--- src/rtl/hex_bcd_pkg.sv ---
// Shared types and constants for hex_bcd_display: FSM state encoding,
// blank/minus segment patterns, the 0-F glyph table, and a digit-count helper.
// Segments are active-low; bit i drives segment f_i (a..g = f0..f6).
package hex_bcd_pkg;

  typedef enum logic [1:0] {
    IDLE,
    LOAD,
    SHIFT,
    DONE
  } state_e;

  localparam logic [6:0] SEG_BLANK = 7'h7F;
  localparam logic [6:0] SEG_MINUS = 7'h3F;

  // Glyphs 0123456789AbCdEF, active-low.
  localparam logic [6:0] GLYPH [16] = '{
    7'h40, 7'h79, 7'h24, 7'h30,
    7'h19, 7'h12, 7'h02, 7'h78,
    7'h00, 7'h10, 7'h08, 7'h03,
    7'h46, 7'h21, 7'h06, 7'h0E
  };

  // Number of decimal digits needed to print v.
  function automatic int dec_digits(input longint unsigned v);
    int              n;
    longint unsigned r;
    n = 1;
    r = v;
    for (int unsigned i = 0; i < 20; i++) begin
      if (r >= 64'd10) begin
        r = r / 64'd10;
        n = n + 1;
      end
    end
    return n;
  endfunction

endpackage

--- src/rtl/seg7_decode.sv ---
// Combinational 4-bit nibble to active-low seven-segment glyph decoder.
module seg7_decode
  import hex_bcd_pkg::*;
(
  input  logic [3:0] nibble,
  output logic [6:0] seg
);

  // Table lookup of the hex glyph for this nibble.
  always_comb begin
    seg = GLYPH[nibble];
  end

endmodule

--- src/rtl/hex_bcd_display.sv ---
// Multi-channel value display: selects one of NUM_CH values with a push-key,
// converts it to BCD (double dabble) or passes it through as hex, and drives
// NUM_DIGITS active-low seven-segment digits.
// Optional macro HEX_BCD_SIGNED_EN: decimal mode treats values as two's
// complement and shows a leading minus on the most significant digit.
module hex_bcd_display
  import hex_bcd_pkg::*;
#(
  parameter int NUM_CH     = 3,
  parameter int VAL_W      = 10,
  parameter int NUM_DIGITS = 4
) (
  input  logic                      clock,
  input  logic                      resetn,
  input  logic [NUM_CH*VAL_W-1:0]   values,
  input  logic                      change,
  input  logic                      hex_mode,
  output logic [NUM_DIGITS*7-1:0]   seg,
  output logic [$clog2(NUM_CH)-1:0] ch_sel,
  output logic                      busy
);

  localparam int CH_W     = $clog2(NUM_CH);
  localparam int DIG_W    = 4 * NUM_DIGITS;
  localparam int CNT_W    = $clog2(VAL_W + 1);
  localparam int HEX_NEED = (VAL_W + 3) / 4;
`ifdef HEX_BCD_SIGNED_EN
  localparam int DEC_NEED = dec_digits(64'd1 << (VAL_W - 1)) + 1;
`else
  localparam int DEC_NEED = dec_digits((64'd1 << VAL_W) - 64'd1);
`endif

  // NUM_CH below 2 would give ch_sel a zero width, so it is rejected too.
  if ((NUM_DIGITS < DEC_NEED) || (NUM_DIGITS < HEX_NEED) || (NUM_CH < 2)) begin : g_bad_cfg
    $error("hex_bcd_display: NUM_DIGITS too small for VAL_W, or NUM_CH < 2");
  end

  state_e                  state_q, state_d;
  logic                    sync1_q, sync2_q, prev_q;
  logic                    change_edge;
  logic [CH_W-1:0]         ch_sel_q, ch_sel_d;
  logic [VAL_W-1:0]        val_q, val_d, chan_val;
  logic [DIG_W-1:0]        bcd_q, bcd_d, bcd_adj;
  logic                    hex_q, hex_d;
  logic                    neg_q, neg_d;
  logic [CNT_W-1:0]        cnt_q, cnt_d;
  logic [NUM_DIGITS*7-1:0] seg_q, seg_d, glyphs;
  logic                    busy_q, busy_d;

  assign change_edge = sync2_q & ~prev_q;
  assign chan_val    = values[int'(ch_sel_q) * VAL_W +: VAL_W];

  // One glyph decoder per digit of the BCD/hex result register.
  for (genvar d = 0; d < NUM_DIGITS; d++) begin : g_dec
    seg7_decode u_dec (
      .nibble (bcd_q[d*4 +: 4]),
      .seg    (glyphs[d*7 +: 7])
    );
  end

  // Add-3 correction of every BCD nibble >= 5 ahead of the shift (decimal only).
  always_comb begin
    bcd_adj = bcd_q;
    if (!hex_q) begin
      for (int unsigned i = 0; i < NUM_DIGITS; i++) begin
        if (bcd_q[i*4 +: 4] >= 4'd5) begin
          bcd_adj[i*4 +: 4] = bcd_q[i*4 +: 4] + 4'd3;
        end
      end
    end
  end

  // Channel select, FSM next state and conversion datapath.
  always_comb begin
    state_d  = state_q;
    ch_sel_d = ch_sel_q;
    val_d    = val_q;
    bcd_d    = bcd_q;
    hex_d    = hex_q;
    neg_d    = neg_q;
    cnt_d    = cnt_q;
    seg_d    = seg_q;

    if (change_edge) begin
      ch_sel_d = (ch_sel_q == CH_W'(NUM_CH - 1)) ? '0 : ch_sel_q + 1'b1;
    end

    case (state_q)
      IDLE: begin
        state_d = LOAD;
      end
      LOAD: begin
        val_d = chan_val;
        bcd_d = '0;
        hex_d = hex_mode;
        neg_d = 1'b0;
        cnt_d = '0;
`ifdef HEX_BCD_SIGNED_EN
        if (!hex_mode && chan_val[VAL_W-1]) begin
          neg_d = 1'b1;
          val_d = ~chan_val + 1'b1;
        end
`endif
        state_d = SHIFT;
      end
      SHIFT: begin
        if (change_edge) begin
          // ch_sel_q already holds the new channel when LOAD runs.
          state_d = LOAD;
        end else begin
          {bcd_d, val_d} = {bcd_adj[DIG_W-2:0], val_q, 1'b0};
          cnt_d          = cnt_q + 1'b1;
          if (cnt_q == CNT_W'(VAL_W - 1)) begin
            state_d = DONE;
          end
        end
      end
      DONE: begin
        seg_d = glyphs;
        if (neg_q) begin
          seg_d[(NUM_DIGITS-1)*7 +: 7] = SEG_MINUS;
        end
        state_d = IDLE;
      end
      default: begin
        state_d = IDLE;
      end
    endcase

    busy_d = (state_d == LOAD) || (state_d == SHIFT);
  end

  // State and output registers with asynchronous active-low reset.
  always_ff @(posedge clock or negedge resetn) begin
    if (!resetn) begin
      state_q  <= IDLE;
      sync1_q  <= 1'b0;
      sync2_q  <= 1'b0;
      prev_q   <= 1'b0;
      ch_sel_q <= '0;
      val_q    <= '0;
      bcd_q    <= '0;
      hex_q    <= 1'b0;
      neg_q    <= 1'b0;
      cnt_q    <= '0;
      seg_q    <= {NUM_DIGITS{SEG_BLANK}};
      busy_q   <= 1'b0;
    end else begin
      state_q  <= state_d;
      sync1_q  <= change;
      sync2_q  <= sync1_q;
      prev_q   <= sync2_q;
      ch_sel_q <= ch_sel_d;
      val_q    <= val_d;
      bcd_q    <= bcd_d;
      hex_q    <= hex_d;
      neg_q    <= neg_d;
      cnt_q    <= cnt_d;
      seg_q    <= seg_d;
      busy_q   <= busy_d;
    end
  end

  assign seg    = seg_q;
  assign ch_sel = ch_sel_q;
  assign busy   = busy_q;

endmodule

--- config.mk ---
export PLATFORM = sky130hd
export DESIGN_NAME = hex_bcd_display
export DESIGN_NICKNAME = d
export VERILOG_FILES = /design/src/rtl/hex_bcd_pkg.sv /design/src/rtl/seg7_decode.sv /design/src/rtl/hex_bcd_display.sv
export SDC_FILE = /design/constraint.sdc
export NUM_CORES = 1
export LEC_CHECK = 0
export CAP_MARGIN = 0
export CORE_UTILIZATION = 30
export DETAILED_ROUTE_END_ITERATION = 6
export PLACE_DENSITY = 0.49
export SLEW_MARGIN = 15
export SYNTH_ARGS = -nofsm -noshare
export SYNTH_HDL_FRONTEND = slang
export SYNTH_SLANG_ARGS = --single-unit
export TNS_END_PERCENT = 5
--- constraint.sdc ---
create_clock -name clock -period 3.6 [get_ports clock]
set_input_delay 0.36 -clock clock [delete_from_list [all_inputs] [get_ports clock]]
set_output_delay 0.36 -clock clock [all_outputs]
set_load 0.01 [all_outputs]
Yosys cells after proc, flatten, opt, wreduce, memory -nomap -nowiden
Memory sizes are Yosys's and may differ from the RTL's. A register that Yosys moved wholly into a read port is not among the register bits. Cells that the tools add are included.

Shift operators: 1. $add $sub $neg: 6. Multiply operators: 1. Bitwise gates (word level): 6. Order comparisons: 4. Equal/unequal tests: 8. Reduce and logical (&&, ||, !) cells: 8. Mux-type cells: 15.

Operators by type and width (number): 16-bit one-hot mux with 2 select lines (1); 30-bit by 7-bit variable part select with 10-bit output (1); 4-bit inverter with 5-bit output (4); 10-bit one-hot mux with 2 select lines (1); 4-bit by 3-bit greater-or-equal comparator with 1-bit output, second input constant (4); 16-bit two-way mux (1); 4-bit two-way mux (4); 15-bit two-way mux (1); 4-bit by 2-bit adder with 4-bit output, second input constant (3); 10-bit two-way mux (1); 2-bit equality test, second input constant (4); 2-bit one-hot mux with 4 select lines (1); 4-bit one-hot mux with 2 select lines (1); 2-bit two-way mux (3); 2-bit by 3-bit multiplier with 5-bit output, second input constant (1); 4-bit by 1-bit adder with 4-bit output, second input constant (1); 2-bit by 1-bit equality test with 1-bit output, second input constant (2); 4-bit equality test, second input constant (1); 1-bit zero test (4); 3-bit by 2-bit adder with 3-bit output, second input constant (1); 3-bit two-way mux (1); 2-bit by 1-bit adder with 2-bit output, second input constant (1); 2-bit zero test (1); 2-bit != test, second input constant (1); other kinds (5) (5).

Register bits after elaboration: 39. ROM bits: 448. Memories kept: 4. Input bits: 34. Word-level logic and storage cells: 63. Output and inout port bits: 31.

Memories: (no name shown) (words 16, width 7, read ports 1, clocked after Yosys merged registers in 1, wr ports 0, line seg7_decode.sv:11) `seg = GLYPH[nibble];`; (no name shown) (words 16, width 7, read ports 1, clocked after Yosys merged registers in 1, wr ports 0, line seg7_decode.sv:11); (no name shown) (words 16, width 7, read ports 1, clocked after Yosys merged registers in 1, wr ports 0, line seg7_decode.sv:11); (no name shown) (words 16, width 7, read ports 1, clocked after Yosys merged registers in 1, wr ports 0, line seg7_decode.sv:11).

Depth between registers and ports, before layout
Gate-level depths: netlist of run 1.

Word-level depth: 6. Depth in mapped cells: 7. Mapped depth without buffers: 6.

By module
A second synthesis of run 1 with hierarchy kept.

Cell total of the unflattened synthesis: 432. Area total of the unflattened synthesis: 4435.5 um2.

By module, submodules not included: hex_bcd_display (times used 1, seq. area each 1711.6 um2, cells each 300, area each 3368.2 um2); seg7_decode at g_dec[2].u_dec ... (times used 2, seq. area each 0.0 um2, cells each 32, area each 275.3 um2); seg7_decode at g_dec[1].u_dec (times used 1, seq. area each 0.0 um2, cells each 33, area each 269.0 um2); seg7_decode at g_dec[0].u_dec (times used 1, seq. area each 0.0 um2, cells each 35, area each 247.7 um2).

Worst setup path after synthesis of run 1
OpenSTA, ideal clock, no wires.

Path kind: reg-to-reg. Start: reg bcd_q[12]. End: reg seg_q[24], in the netlist seg[24]. Clock period less this slack: 1644 ps. Path buffers: 0. Data arrival time: 1562 ps. Path slack: 1956 ps. Setup time: 82 ps. Stages on the path, launching flop included: 6. Data required time: 3518 ps. Cell sequence: dfrtp_1 -> inv_1 -> ha_1 -> inv_1 -> mux4_2 -> mux2_2.

Longest elaborated chain between the ends: 1.

RTL lines: start, declared (line hex_bcd_display.sv:43) `logic [DIG_W-1:0] bcd_q, bcd_d, bcd_adj;`; start signal, assigned (line hex_bcd_display.sv:142) `bcd_q <= '0;`; start signal, assigned (line hex_bcd_display.sv:155) `bcd_q <= bcd_d;`; 4-bit inverter with 5-bit output (implied by the code) (line seg7_decode.sv:11); end, declared (line hex_bcd_display.sv:47) `logic [NUM_DIGITS*7-1:0] seg_q, seg_d, glyphs;`.

No other way between the ends. A chain may end at the register's enable or synchronous reset.

Final worst setup path of run 1
Start: reg ch_sel_q[1], in the netlist ch_sel[1]. End: out ch_sel[1].

RTL lines: start, declared (line hex_bcd_display.sv:41) `logic [CH_W-1:0] ch_sel_q, ch_sel_d;`; start signal, assigned (line hex_bcd_display.sv:153) `ch_sel_q <= ch_sel_d;`; end, declared (line hex_bcd_display.sv:19) `output logic [$clog2(NUM_CH)-1:0] ch_sel,`.

No word-level cell between the ends.

==> reports/summary.txt, run 1 <==
Clock sinks: 67
RSZ-0062 raised after global routing: no
Buf/Inv on CP: 1
Cells after Synth: 443
Wire per inst: 13.5 µm
Req. time, crit path: 3.24 ns
Final HPWL from detailed placement: 6370 µm
Via density: 4.82
CTS tree: yes
Worst VDD drop: 0.297 mV
Core area: 13900 µm²
FMAX: 483 MHz
Nets: 545
Crit-path max FO: 15
GRT overflow: 0
CP Capture Type: output pin
Initial antenna violation count: 0
P_leak: 1.94 nW
Top post-synthesis cells by area: dfrtp_1, dfstp_2, ha_1
Tmin final: 2.07 ns
Routed vias: 3232
CP arrival: 1.71 ns
Number of synthesized register bits: 67
Top cell type's share of synthesized area: 22.9%
Setup WS post-layout: 1.53 ns
Fin. max-slew vios: 0
Hold WS: 0.0508 ns
Final wirelength: 9050 µm
Initial core utilization: 30.7%
Hold Vio Cnt, Final: 0
Critical Path, Cell by Cell: clkdlybuf4s50_1
DRC viols: 0
Slowest stage cell, crit path: dfrtp_1
Sequential share of the synthesized area: 40.2%
Maxcap violations: 0
Worst slew pin tran: 0.875 ns
Largest net degree at the start of global routing: 54
Period utilization: 57.5%
CP top delay family: flip-flops
Status: finished clean
CTS clk-pin slew, worst paths: 0.05 ns
Power Density: 710 nW/µm²
Syn_nets: 503
Crit-path max cell delay: 0.72 ns
Routed Antenna Nets: 0
Setup-failing EPs final: 0
Core Rows: 43
Area leader, netlist: dfrtp_1
First-pass GRT wire length: 15800 µm
# diodes: 0
Initial DRC Count: 181
IO Port Bufs: 64
Commonest non-fill, non-tap cells in the layout: clkdlybuf4s50_1, nand2_1, o21ai_0, dfrtp_1, dfstp_2
Element type at the critical path start: flop
Post-Syn Area: 4260 µm²
Worst Skew: 0.00418 ns
Boundary Pins: 65
GP Congestion: 0.782
Vias in the first global route: 3237
Post-CTS resize count: 0
Die X: 121 µm
Root Buffer: clkbuf_16
Total Power: 0.00367 W
Setup bufs post-CTS: 0
Die Ht: 121 µm
Worst relative slew slack: 41.5%
Synthesis-to-layout area growth: 21.5%
Commonest non-fill, non-tap cell in the layout: clkdlybuf4s50_1
Layout fillers: 1447
Num CTS Buffers: 9
Worst setup path category: flop to output pin
HP Class: input port to async pin
Htree depth: 3
Mean area per synthesized cell: 9.62 µm²
Clock latency on the worst-skew pair: 0.34 ns
Total track usage: 13.8%
Maximum buffer depth of the clock tree: 2
Number of distinct library cells after synthesis: 47
Detailed Routing Iterations Pass 1: 4
Share of layout cells above drive strength 1: 19.0%
Yosys warnings: 0
TNS Setup: 0 ns
Die area: 14700 µm²
Hold Buf Count CTS: 0
Pre-CTS setup slack: 1.71 ns
==> cell type report <==
cell class                 instances  area (µm²)  share of cell area [%]
multi-input combinational        320        2250                    43.4
sequential                        67        1710                    33.1
timing repair buffer              66         653                    12.6
clock buffer                      10         229                    4.42
tap                              180         225                    4.35
inverter                          21        78.8                    1.52
clock inverter                     6        32.5                   0.628
==> per-layer routing <==
layer	vias to the layer above	GRT usage [%]	share of wire [%]
li1	1629	-	-
met1	1520	17.8	48
met2	76	21.6	45
met3	7	4.70	5.4
met4	0	4.17	1.1
met5	-	0	0
==> synthesized netlist by cell type, drive strengths merged <==
master / number
clkbuf: 11
nand3b: 1
and2: 1
buf: 24
and3b: 1
nand2: 50
nor2b: 7
inv: 21
or3: 1
and2b: 1
or2: 3
dfstp: 28
nand3: 12
o211ai: 1
o32ai: 1
nor3: 4
ha: 26
nand4: 1
a211oi: 24
nand2b: 4
a31o: 4
nor3b: 2
dfrtp: 39
mux2i: 23
mux4: 3
a21o: 2
o21ai: 65
o31ai: 2
mux2: 6
xnor2: 5
a21oi: 35
a31oi: 6
a32oi: 1
nor2: 28
==> kinds of logic (layout without fill, tap and decap cells) <==
group,Yosys count,in the layout,share of synthesized area [%]
AO/OA/AOI/OAI,141,141,22.5
AND/OR/NAND/NOR,116,116,13.0
adder cells (fa/ha/maj),26,26,7.64
flip-flops,67,67,40.2
XOR/XNOR,5,5,1.03
multiplexers,32,32,8.58
buffers and inverters,56,103,7.11
==> through the flow <==
step	util (%)	instances	instance area, µm²
after CTS	37.3	670	5170
final	37.3	670	5180
after detailed placement	35.4	654	4910
after floorplan	-	443	4260
after global placement	35.4	654	4910
after global routing	37.3	670	5180
==> registers in the layout (all words and copies together) (netlist names) <==
register / flops
sync1_q: 1
sync2_q: 1
ch_sel: 2
hex_q: 1
seg: 28
cnt_q: 4
val_q: 10
prev_q: 1
busy: 1
bcd_q: 16
state_q: 2
==> power by group <==
part           switching [W]  leakage (nW)  internal (W)
sequential          0.000324         0.797       0.00103
clock               0.000325         0.132      0.000459
combinational       0.000837          1.02      0.000695
==> worst paths after layout <==
| check | to | cells after the start | start | slack (ns) |
|---|---|---|---|---|
| setup / recovery | ch_sel[1] | 1 | ch_sel[1] | 1.53 |
| hold / removal | bcd_q[15] | 1 | resetn | 0.05 |
| setup reg to reg | seg[24] | 5 | bcd_q[12] | 1.72 |
| hold reg to reg | sync2_q | 0 | sync1_q | 0.35 |
| max in group asynchronous | seg[17] | 2 | resetn | 2.88 |
| min in group clock | sync2_q | 0 | sync1_q | 0.35 |
No activity file was read; power rests on OpenSTA's default activity.
==> run 2, diff against run 1 <==
PLACE_DENSITY = 0.51   (was 0.49)
clock period = 1.8 ns   (was 3.6 ns; I/O delays follow)
==> run 2 against run 1 <==
Sequential power increased by 83%. Cell area up 5.1%. Critical path depth rose by 4. Count of clock-buffer cells in the layout up 4. Register-to-register slack got worse by 1.6 ns. Clock skew is 0.00083 ns higher. Clock power up 110%. First-iteration DRC count fell by 7.7%. Largest power group unchanged.
==> reports/summary.txt, run 2 (synthesis gave the netlist of run 1 again) <==
Detailed Routing Iterations Pass 1: 4
# diodes: 0
Reg2Reg Depth: 5
Crit Reg-Reg Startpoint: bcd_q[13]
Non-Filler Instances: 700
Commonest non-fill, non-tap cell in the layout: clkdlybuf4s50_1
Slowest stage cell, crit path: dfrtp_1
Clock power frac: 21.0%
Num CTS Buffers: 9
CP top delay family: multiplexers
Die X: 121 µm
GRT overflow: 0
Met1 GRT Util: 18.0%
P_leak: 2.11 nW
Initial antenna violation count: 0
Total Power: 0.00782 W
Final core occ: 39.2%
Crit path from: bcd_q[13]
Maximum buffer depth of the clock tree: 2
Clock latency on the worst-skew pair: 0.33 ns
Period utilization: 94.8%
Die area: 14700 µm²
Commonest non-fill, non-tap cells in the layout: clkdlybuf4s50_1, nand2_1, o21ai_0, dfrtp_1, buf_4
Initial DRC Count: 167
Core Rows: 43
Buf/Inv on CP: 2
Worst slew pin tran: 0.607 ns
RSZ-0062 raised after global routing: no
Fin. max-slew vios: 0
Routed vias: 3345
Synthesis-to-layout area growth: 27.7%
CTS tree: yes
Power Density: 1440 nW/µm²
Boundary Pins: 65
Crit-path max FO: 8
Die Ht: 121 µm
FMAX: 586 MHz
CP most frequent cell: inv_1
Worst Skew: 0.00501 ns
Clock sinks: 67
CP Capture Type: flop
Max reg flops: 28
IO Port Bufs: 64
Htree depth: 3
DRC viols: 0
Final wirelength: 9260 µm
HP Class: input port to flop
Root Buffer: clkbuf_16
Net Sw Frac: 39.0%
Setup-failing EPs final: 0
Total track usage: 14.1%
Share of layout cells above drive strength 1: 23.3%
GP Congestion: 0.824
Critical Path, Cell by Cell: inv_1, ha_1, inv_1, mux4_2, mux2_2
Worst VDD drop: 0.606 mV
Flop-to-flop setup slack: 0.09 ns
Initial core utilization: 30.7%
CTS clk-pin slew, worst paths: 0.05 ns
Element type at the critical path start: flop
Hold path startpoint: change
Crit-path max cell delay: 0.47 ns
GRT met3 Usage: 3.24%
Sequential share of power: 31.9%
Status: finished clean
Worst R2R End: seg[24]
Met2 Resource Use GR: 22.6%
Cells after DPL: 683
Worst relative slew slack: 59.4%
Internal power: 0.00477 W
Tmin final: 1.71 ns
Hold Path Depth: 1
Part of the power in combinational logic: 47.2%
Core area: 13900 µm²
Wire per inst: 13.2 µm
Final HPWL from detailed placement: 6680 µm
Vias in the first global route: 3397
Via density: 4.78
Largest net degree at the start of global routing: 68
Req. time, crit path: 2.06 ns
Routed Antenna Nets: 0
Hold Crit Endpoint: sync1_q
CP arrival: 1.97 ns
Worst setup path category: flop to flop
Maxcap violations: 0
Sw Pwr: 0.00305 W
Setup bufs post-CTS: 0
Nets: 575
TNS Setup: 0 ns
Hold WS: 0.286 ns
First-pass GRT wire length: 16100 µm
GRT busiest layer: met2
Hold Vio Cnt, Final: 0
run 2: how the worst max path moves through the flow:
stage | cells after the start | end | slack [ns]
6_report | 5 | seg[24] | 0.09
4_1_cts | 5 | seg[24] | 0.08
5_1_grt | 5 | seg[24] | 0.004
3_3_place_gp | 5 | seg[24] | 0.16
3_5_place_dp | 5 | seg[24] | 0.09
2_1_floorplan | 5 | seg[24] | 0.16
run 2: layout make-up:
class | instances | area, µm²
Clock buffer | 14 | 264
Inverter | 21 | 78.8
Timing Repair Buffer | 96 | 903
Tap cell | 180 | 225
Fill cell | 1406 | 8440
Multi-Input combinational cell | 320 | 2250
Sequential cell | 67 | 1710
Clock inverter | 2 | 10.0
run 2: power by group through the flow:
stage / registers (W) / clock network [W] / logic, W
6_report: 0.00249 / 0.00164 / 0.00369
5_1_grt: 0.00258 / 0.00177 / 0.00415
4_1_cts: 0.00250 / 0.00169 / 0.00376
3_5_place_dp: 0.00252 / 0 / 0.00374
3_3_place_gp: 0.00250 / 0 / 0.00370
2_1_floorplan: 0.00251 / 0 / 0.00253
run 2: per-stage QoR:
step | area, µm² | setup slack, ns
3_5_place_dp | 5150 | 0.0860
5_1_grt | 5440 | 0.00397
4_1_cts | 5440 | 0.0755
2_1_floorplan | 4260 | 0.156
6_report | 5440 | 0.0932
3_3_place_gp | 5150 | 0.164
run 2: metal layers:
layer,routed length [µm],vias to the layer above
li1,-,1692
met1,4460,1557
met2,4190,84
met3,433,12
met4,177,0
met5,0,-
run 2: repair_timing:
action,4_1_cts,5_1_grt
endpoints found under the setup margin,0,1
hold buffers,1,0
endpoints found under the hold margin,39,0
resized for setup,0,1
==> RTL edit 1 (settings of run 2) <==
Encoding of `state_e`: now one-hot (4 bits for 4 states).
--- a/src/rtl/hex_bcd_pkg.sv
+++ b/src/rtl/hex_bcd_pkg.sv
@@ -5,7 +5,7 @@
 
-  typedef enum logic [1:0] {
-    IDLE,
-    LOAD,
-    SHIFT,
-    DONE
+  typedef enum logic [3:0] {
+    IDLE  = 4'b0001,
+    LOAD  = 4'b0010,
+    SHIFT = 4'b0100,
+    DONE  = 4'b1000
   } state_e;
Formal check against the unedited RTL: same outputs for any inputs over 10 cycles, from zero or initial values and one cycle with resetn low; not proved beyond that.
==> RTL edit 1 against run 2 <==
First-iteration DRC count is 15% higher; sequential share of layout area decreased by 0.097 points; sequential cell count grew 2; wire length up 1.3%; worst setup slack improved by 0.0034 ns; design area rose by 3.3%; area after synthesis decreased by 0.53%; highest routed layer unchanged.
Power is not compared: it rests on default switching activity, and its combinational part moved more than twofold at a synthesized area within 25%.
==> RTL edit 1: results <==
set metrics [dict create \
    status "finished clean" \
    drtIter0Drc 192 \
    place_inst 701 \
    grt_pass1_vias 3393 \
    met2_wirelength_um 4330 \
    grt.total_usage 0.138 \
    tightest_slew_ns 0.658 \
    final_area_um2 5620 \
    synthTopCellsByArea "dfrtp_1 (24%), dfstp_2 (18%), ha_1 (8.9%), o21ai_0 (5.4%), nand2_1 (5.4%)" \
    nets 598 \
    buffers 105 \
    crit_end "bcd_q[6]" \
    grt_pass1_wl_um 16100 \
    via_per_inst 4.87 \
    fillers 1380 \
    crit_start "bcd_q[5]" \
    fin_crit_sh 0.946 \
    met1_usage 0.179 \
    clock_skew_ns 0.00640 \
    multi_input_gates 331 \
    stdcell_count 719 \
    drive_gt1_frac 0.199 \
    wl_met1_um 4490 \
    arrival_ns 1.92 \
    grtUsageMet2 0.221 \
    synth_fp_nets 514 \
    holdWs_ns 0.287 \
    seq_area_frac_synth 0.416 \
    grt_max_degree 42 \
    synth-seq-cells 69 \
    cp_top_family "simple AND/OR/NAND/NOR gates" \
    drt_wl_total_um 9380 \
    clock_buffers 15 \
    postSynthAreaPerCell_um2 9.42 \
    pre_cts_ws_ns 0.0791 \
    placed_cell_area_um2 5310 \
    multi_input_area_share 0.404 \
    hpwl_um 6870 \
    place_congestion 0.815 \
]
RTL edit 1: cell types whose count changed after synthesis, sizes merged, moves of 9 or more:
| cell | before | now |
|---|---|---|
| a21oi | 35 | 19 |
| a211oi | 24 | 10 |
| nand2 | 50 | 61 |
| o21ai | 65 | 46 |
| buf | 24 | 9 |
| a2bb2oi | 0 | 9 |
| o311ai | 0 | 10 |
| clkbuf | 11 | 23 |
RTL edit 1: cell families after synthesis:
logic type / Yosys count / share of synthesized area
compound gates: 123 / 0.193
xor+xnor: 4 / 0.00827
fa+ha+maj: 30 / 0.0886
buf+inv: 50 / 0.0508
flops: 69 / 0.416
mux: 34 / 0.0868
simple gates: 140 / 0.157
RTL edit 1: what timing repair did:
action                                  4_1_cts  5_1_grt
hold endpoints to repair                      4        0
resized for setup                             0        3
setup buffers                                 0        1
endpoints found under the setup margin        0        4
hold buffers                                  1        0
==> RTL edit 2 (settings of run 2) <==
Made on the original files. Change the parameter `NUM_CH` from 3 to 6.
--- a/src/rtl/hex_bcd_display.sv
+++ b/src/rtl/hex_bcd_display.sv
@@ -8,3 +8,3 @@
 #(
-  parameter int NUM_CH     = 3,
+  parameter int NUM_CH     = 6,
   parameter int VAL_W      = 10,
Ports: changed (resized ch_sel and values); port bits go from 65 to 96. The function was not compared with the original's and may differ.
==> RTL edit 2 against run 2 <==
Design area rose by 9.2%; worst setup slack better by 0.015 ns; clock power is 21% higher; highest routed layer unchanged; power down 7.4%; clock skew about the same; count of clock-buffer cells in the layout down 3; wire length up 13%; area after synthesis rose by 2.2%; sequential cell count rose by 1; utilization grew 3.1 points; via count increased by 13%.
==> RTL edit 2: results <==
set metrics [dict create \
    grt_max_degree 54 \
    hpwl_um 8010 \
    hold_path.class "in2async" \
    p_leak_nw 2.37 \
    port_buffers 95 \
    synth_cell_type_count 44 \
    synthTopCellsByArea "dfrtp_1 (23%), dfstp_2 (17%), mux2i_1 (9.0%), ha_1 (7.8%), o21ai_0 (6.1%)" \
    rrSetupSlack_ns 0.11 \
    clkTransAtPathRegs_ns 0.06 \
    clock_skew_ns 0.00519 \
    start_kind "flop" \
    vias 3790 \
    r2r_end "seg[17]" \
    largest_register_ffs 28 \
    antenna_found_initial 0 \
    synthFlopType "dfrtp_1" \
    firstDrtPassIters 5 \
    postCtsSetupRepairBufs 0 \
    grt_pass1_wl_um 17300 \
    r2r-start "bcd_q[8]" \
    nets 671 \
    htreeDepth 3 \
    holdWs_ns 0.147 \
    r2r_cells 5 \
    ir_worst_vdd_mv 0.572 \
    clock_path_buffers 2 \
    cp_max_fo 6 \
    diodes 0 \
    root_buffer "clkbuf_16" \
    grt.total_usage 0.146 \
    async_reset_ff_frac 1.00 \
    slew_headroom 0.575 \
    cp_top_family "multiplexers" \
    max_stage_delay_ns 0.44 \
    cts_hold_buf 0 \
    placed_cell_area_um2 5600 \
    clk_latency_ns 0.33 \
    grt_pass1_vias 3636 \
    yosys_warnings 0 \
    arrival_ns 1.95 \
    synth_fp_nets 576 \
    status "finished clean" \
    place_congestion 0.811 \
    drtIter0Drc 157 \
    slowest_stage "mux4_2" \
    wl_per_cell_um 13.6 \
    post_cts_resized 0 \
    cts_made_buffers 9 \
    synth_common_cells "nand2_1 (58), o21ai_0 (53), dfrtp_1 (40), mux2i_1 (39), a21oi_1 (30)" \
    seq_area_frac_synth 0.399 \
    drive_gt1_frac 0.145 \
]
-- RTL edit 2: cell families (layout without fill, tap and decap cells) --
family                     Yosys count  in the layout  share of synthesized area
AOI/OAI and AO/OA                  155            155                      0.212
and+or+nand+nor                    132            132                      0.142
DFF                                 68             68                      0.399
buffers and inverters               56            156                     0.0552
muxes                               45             45                      0.110
adders and majority gates           27             27                     0.0776
xor gates and xnor gates             2              2                    0.00402
-- RTL edit 2: area by class of cell --
type / instances / area [um2]
multi-input cells: 361 / 2380
inverters: 19 / 71.3
fillers: 1419 / 8100
clock inverters: 5 / 100
clock buffers: 11 / 233
repair buffers: 121 / 1190
well taps: 180 / 225
flip-flops and latches: 68 / 1740
-- RTL edit 2: report_power, final --
part | total, mW | switching, mW | internal, mW
clock | 1.99 | 0.639 | 1.35
combinational | 2.96 | 1.60 | 1.37
sequential | 2.29 | 0.336 | 1.95
total | 7.24 | 2.57 | 4.67
-- RTL edit 2: stage by stage --
step           setup slack [ns]  cells
3_5_place_dp             0.0872    749
4_1_cts                  0.0339    765
6_report                  0.109    765
5_1_grt                  0.0138    765
3_3_place_gp              0.149    749
2_1_floorplan             0.155    485
-- RTL edit 2: per-layer routing --
metal  vias up  global-route usage  part of all wire
met2       117               0.231              0.45
met4         0              0.0595             0.016
li1       1924                   -                 -
met3        12              0.0311             0.055
met5         -                   0                 0
met1      1737               0.192              0.48
-- RTL edit 2: worst max path at each step --
stage,to,slack (ns),cells past startpoint
floorplan,seg[17],0.16,5
global route,bcd_q[9],0.01,6
detailed placement,bcd_q[6],0.09,6
global placement,bcd_q[6],0.15,6
finish,seg[17],0.11,5
CTS,ch_sel[0],0.03,1
